File: src/rtl/alu_share_arbiter.sv
// Round-robin arbiter/sequencer sharing one combinational ALU between two requesters.
// Registers the winner's operands, captures the ALU outputs one cycle later and holds the response.
module alu_share_arbiter #(
   parameter int unsigned WIDTH = 32
) (
   input  logic               clk,
   input  logic               reset_n,
   input  logic [1:0]         req_valid,
   output logic [1:0]         req_ready,
   input  logic [2*WIDTH-1:0] req_operandA,
   input  logic [2*WIDTH-1:0] req_operandB,
   input  logic [5:0]         req_command,
   output logic [1:0]         rsp_valid,
   input  logic [1:0]         rsp_ready,
   output logic [WIDTH-1:0]   rsp_result,
   output logic               rsp_carryout,
   output logic               rsp_zero,
   output logic               rsp_overflow,
   output logic [WIDTH-1:0]   alu_operandA,
   output logic [WIDTH-1:0]   alu_operandB,
   output logic [2:0]         alu_command,
   input  logic [WIDTH-1:0]   alu_result,
   input  logic               alu_carryout,
   input  logic               alu_zero,
   input  logic               alu_overflow,
   output logic               busy
);

   typedef enum logic [1:0] {IDLE, EXEC, RESP} state_t;

   state_t state_q;
   logic   grant_q;
   logic   last_grant_q;
   logic   winner;

   // Ties go to the requester not served last; a lone requester always wins.
   always_comb begin
      winner    = (req_valid == 2'b11) ? ~last_grant_q : req_valid[1];
      req_ready = 2'b00;
      if (reset_n && (state_q == IDLE) && req_valid[winner]) begin
         req_ready[winner] = 1'b1;
      end
   end

   always_ff @(posedge clk or negedge reset_n) begin
      if (!reset_n) begin
         state_q      <= IDLE;
         grant_q      <= 1'b0;
         last_grant_q <= 1'b1;
         alu_operandA <= '0;
         alu_operandB <= '0;
         alu_command  <= '0;
         rsp_result   <= '0;
         rsp_carryout <= 1'b0;
         rsp_zero     <= 1'b0;
         rsp_overflow <= 1'b0;
      end else begin
         case (state_q)
            IDLE: begin
               if (|req_ready) begin
                  state_q      <= EXEC;
                  grant_q      <= winner;
                  alu_operandA <= winner ? req_operandA[2*WIDTH-1:WIDTH] : req_operandA[WIDTH-1:0];
                  alu_operandB <= winner ? req_operandB[2*WIDTH-1:WIDTH] : req_operandB[WIDTH-1:0];
                  alu_command  <= winner ? req_command[5:3] : req_command[2:0];
               end
            end
            EXEC: begin
               state_q      <= RESP;
               rsp_result   <= alu_result;
               rsp_carryout <= alu_carryout;
               rsp_zero     <= alu_zero;
               rsp_overflow <= alu_overflow;
            end
            RESP: begin
               if (rsp_ready[grant_q]) begin
                  state_q      <= IDLE;
                  last_grant_q <= grant_q;
               end
            end
            default: state_q <= IDLE;
         endcase
      end
   end

   assign busy      = (state_q != IDLE);
   assign rsp_valid = (state_q == RESP) ? (grant_q ? 2'b10 : 2'b01) : 2'b00;

endmodule

File: config.mk
export PLATFORM = sky130hd
export DESIGN_NAME = alu_share_arbiter
export DESIGN_NICKNAME = d
export VERILOG_FILES = /design/src/rtl/alu_share_arbiter.sv
export SDC_FILE = /design/constraint.sdc
export NUM_CORES = 1
export LEC_CHECK = 0
export CORE_ASPECT_RATIO = 0.8
export CORE_MARGIN = 2
export CORE_UTILIZATION = 30
export CTS_CLUSTER_DIAMETER = 40
export DETAILED_ROUTE_END_ITERATION = 12
export GPL_ROUTABILITY_DRIVEN = 0
export HOLD_SLACK_MARGIN = 0.15
export PLACE_DENSITY = 0.73
export SLEW_MARGIN = 10
export SYNTH_ARGS = -nofsm -noshare
export SYNTH_HDL_FRONTEND = slang
export SYNTH_SLANG_ARGS = --single-unit
File: constraint.sdc
create_clock -name clk -period 1.9 [get_ports clk]
set_input_delay 0.285 -clock clk [delete_from_list [all_inputs] [get_ports clk]]
set_output_delay 0.285 -clock clk [all_outputs]
set_load 0.02 [all_outputs]
==> impl_metrics.csv <==
group,metric,value,unit
sta,skew,0.00565,ns
worst_setup_path,crit_type,"flip-flop to output pin",
cells_and_area,antenna_cells_inserted,0,
worst_setup_path,start_kind,"flip-flop",
sta,slew_violations,0,
logic_synthesis,yosysSeqAreaShare,55.9,%
die,die_x,145,um
drt,vias_per_cell,4.93,
global_route,track_usage,18.4,%
clock_network,cts_max_level,3,
sta,setup_viol,0,
drt,drt_iter0_markers,189,
die,num_rows,41,
power,p_int,7.64,mW
worst_setup_path,worstPathRequired,1.62,ns
logic_synthesis,synthCells,405,
global_route,antenna_found_initial,1,
power,seq_power_share,33.1,%
clock_network,cts_tree,"built",
worst_hold_path,hold_path_class,"primary input to async pin",
sta,hold_viol,0,
logic_synthesis,synth_cell_types,23,
cells_and_area,final_common_cell,"clkdlybuf4s50_1",
clock_network,ctsHoldBuffers,0,
die,start_util,30.4,%
cells_and_area,final_util,52.3,%
worst_setup_path,end_kind,"output pin",
power,netSwitchingFraction,37.1,%
die,die_h,117,um
cells_and_area,syn_to_final_growth,72.3,%
sta,fin_crit,1.83,ns
drt,routed_wl,15.7,mm
die,dieArea,0.0169,mm^2
global_route,grt_pass1_wl,23.7,mm
clock_network,cts_buffer_depth,2,
global_route,grt_pass1_vias,4559,
cells_and_area,drive_gt1_share,15.9,%
global_route,grt_max_degree,66,
worst_setup_path,cp.arrival,1.55,ns
drt,ant_nets,0,
clock_network,clock-sinks,106,
logic_synthesis,syn_avg_cell_area,11.7,um^2
sta,fmax,546,MHz
clock_network,insertion_delay,0.34,ns
power,p_clk_share,14.1,%
placement,port_buffers,281,
power,irDropWorstVdd,0.600,mV
global_route,overflow,0,
clock_network,cts_buffers,9,
outcome,status,"complete, no violations",
power,p_switching,4.50,mW
sta,max_slew_margin,43.6,%
worst_setup_path,path_max_fanout,8,
drt,drt_pass1_iterations,4,
logic_synthesis,syn-num-nets,580,
die,core-area,0.0156,mm^2
sta,fin_crit_sh,96.5,%
cells_and_area,n_fill_cell,1354,
clock_network,clockRootBuffer,"clkbuf_16",
cells_and_area,layout_common_cells,"clkdlybuf4s50_1, dfrtp_1, nand2_1",
placement,dpl.cell_count,878,
cells_and_area,stdcell_count,899,
power,cellPowerDensity,1480,mW/mm^2
logic_synthesis,synth.cell_area,0.00475,mm^2
sta,tightest_slew,0.847,ns
die,ioPinCount,282,
placement,hpwl,11.2,mm
job,timing.max_cap.violations,0,
drt,vias,4436,
drt,route.detailed.drc,0,
logic_synthesis,yosysWarnings,0,
logic_synthesis,ys_ff_latch,106,
cells_and_area,num-nets-final,855,
sta,rsz0062_at_grt,"false",
drt,wire_per_inst,17.4,um
power,pwr-share-comb,52.8,%
clock_network,clk_pin_slew,0.07,ns
power,p_leak,3.36,nW
## through the flow
| step | power (mW) | area [um^2] | TNS [ns] | setup WS (ns) | hold WS (ns) |
|---|---|---|---|---|---|
| floorplan | 7.18 | 4750 | 0 | 0.121 | -0.0106 |
| detailed placement | 10.5 | 7840 | -0.196 | -0.179 | 0.492 |
| global route | 12.9 | 8180 | 0 | 0.00733 | 0.328 |
| global placement | 10.3 | 7840 | -0.188 | -0.188 | 0.486 |
| CTS | 12.3 | 8150 | -0.0243 | -0.0243 | 0.265 |
| finish | 12.1 | 8180 | 0 | 0.0669 | 0.256 |
## area by class of cell
cell class              instances  area [um^2]  area share [%]
inverters                       1         3.75          0.0459
multi-input cells             255         1910            23.4
clock inverters                 6         42.5           0.520
well taps                     215          269            3.29
clock buffers                   9          225            2.75
repair buffers                307         3080            37.6
flip-flops and latches        106         2650            32.4
## critical path, stage by stage, from the launching register on
cell,delay (ns)
dfrtp_1,0.38
buf_4,0.16
nor3b_4,0.20
and3_4,0.23
buf_12,0.13
buf_6,0.11
## path summary, 6_finish.rpt
path                                startpoint                to  slack (ns)  cells past startpoint
worst min-delay path                   reset_n  alu_operandB[14]        0.26                      3
worst max register to register    last_grant_q   alu_operandB[0]        0.17                      5
worst max-delay path                state_q[1]      req_ready[1]        0.07                      5
worst min register to register  rsp_result[11]    rsp_result[11]        0.50                      1
max in group asynchronous              reset_n  alu_operandA[12]        0.63                      4
min in group clk                  req_valid[0]  alu_operandA[22]        0.46                      4
## flip-flops by register name, indices dropped and copies added, names as in the netlist
| name | flops |
|---|---|
| alu_command | 3 |
| alu_operandA | 32 |
| alu_operandB | 32 |
| grant_q | 1 |
| last_grant_q | 1 |
| rsp_carryout | 1 |
| rsp_overflow | 1 |
| rsp_result | 32 |
| rsp_zero | 1 |
| state_q | 2 |
## per-layer routing
metal / vias to the layer above / wire (um) / GRT usage (%)
li1: 2054 / - / -
met3: 21 / 1420 / 6.31
met4: 2 / 266 / 5.31
met2: 203 / 7570 / 31.9
met1: 2156 / 6390 / 21.8
met5: - / 13 / 0
## cells in the mapped netlist
library cell / count / area, um^2
dfrtp_1: 105 / 2630
nand2_1: 69 / 259
a221o_1: 67 / 671
nor3_1: 48 / 240
mux2_2: 36 / 405
clkbuf_1: 20 / 75.1
nor3_2: 19 / 190
buf_2: 18 / 90.1
buf_6: 5 / 56.3
a21o_1: 2 / 15.0
nand2b_1: 2 / 12.5
nor2b_1: 2 / 12.5
nor3b_1: 2 / 15.0
a22o_1: 1 / 8.76
and2_1: 1 / 6.26
and3_1: 1 / 6.26
dfstp_2: 1 / 26.3
inv_1: 1 / 3.75
nor2_1: 1 / 3.75
o21ai_0: 1 / 5.00
o21ai_1: 1 / 5.00
or2_2: 1 / 6.26
or3b_1: 1 / 8.76
## power by group through the flow
stage	clock, mW	sequential (mW)	combinational, mW
2_1_floorplan	0	5.26	1.92
3_3_place_gp	0	3.99	6.34
3_5_place_dp	0	4.02	6.43
4_1_cts	1.78	4.02	6.46
5_1_grt	1.89	4.16	6.82
6_report	1.72	4.01	6.41
## cells by family (layout without fill, tap and decap cells)
family                 after synthesis  after routing  share of synthesized area (%)
buffers and inverters               44            323                           4.74
muxes                               36             36                           8.54
AOI/OAI and AO/OA                   72             72                           14.8
DFF                                106            106                           55.9
and+or+nand+nor                    147            147                           16.0
## timing repair
action / in CTS / in global routing
cloned: 1 / 0
buffers inserted: 1 / 4
pin swaps: 1 / 0
hold endpoints to repair: 0 / 0
endpoints found under the setup margin: 5 / 2
resized for setup: 11 / 3
(Power assumes the default switching activity.)
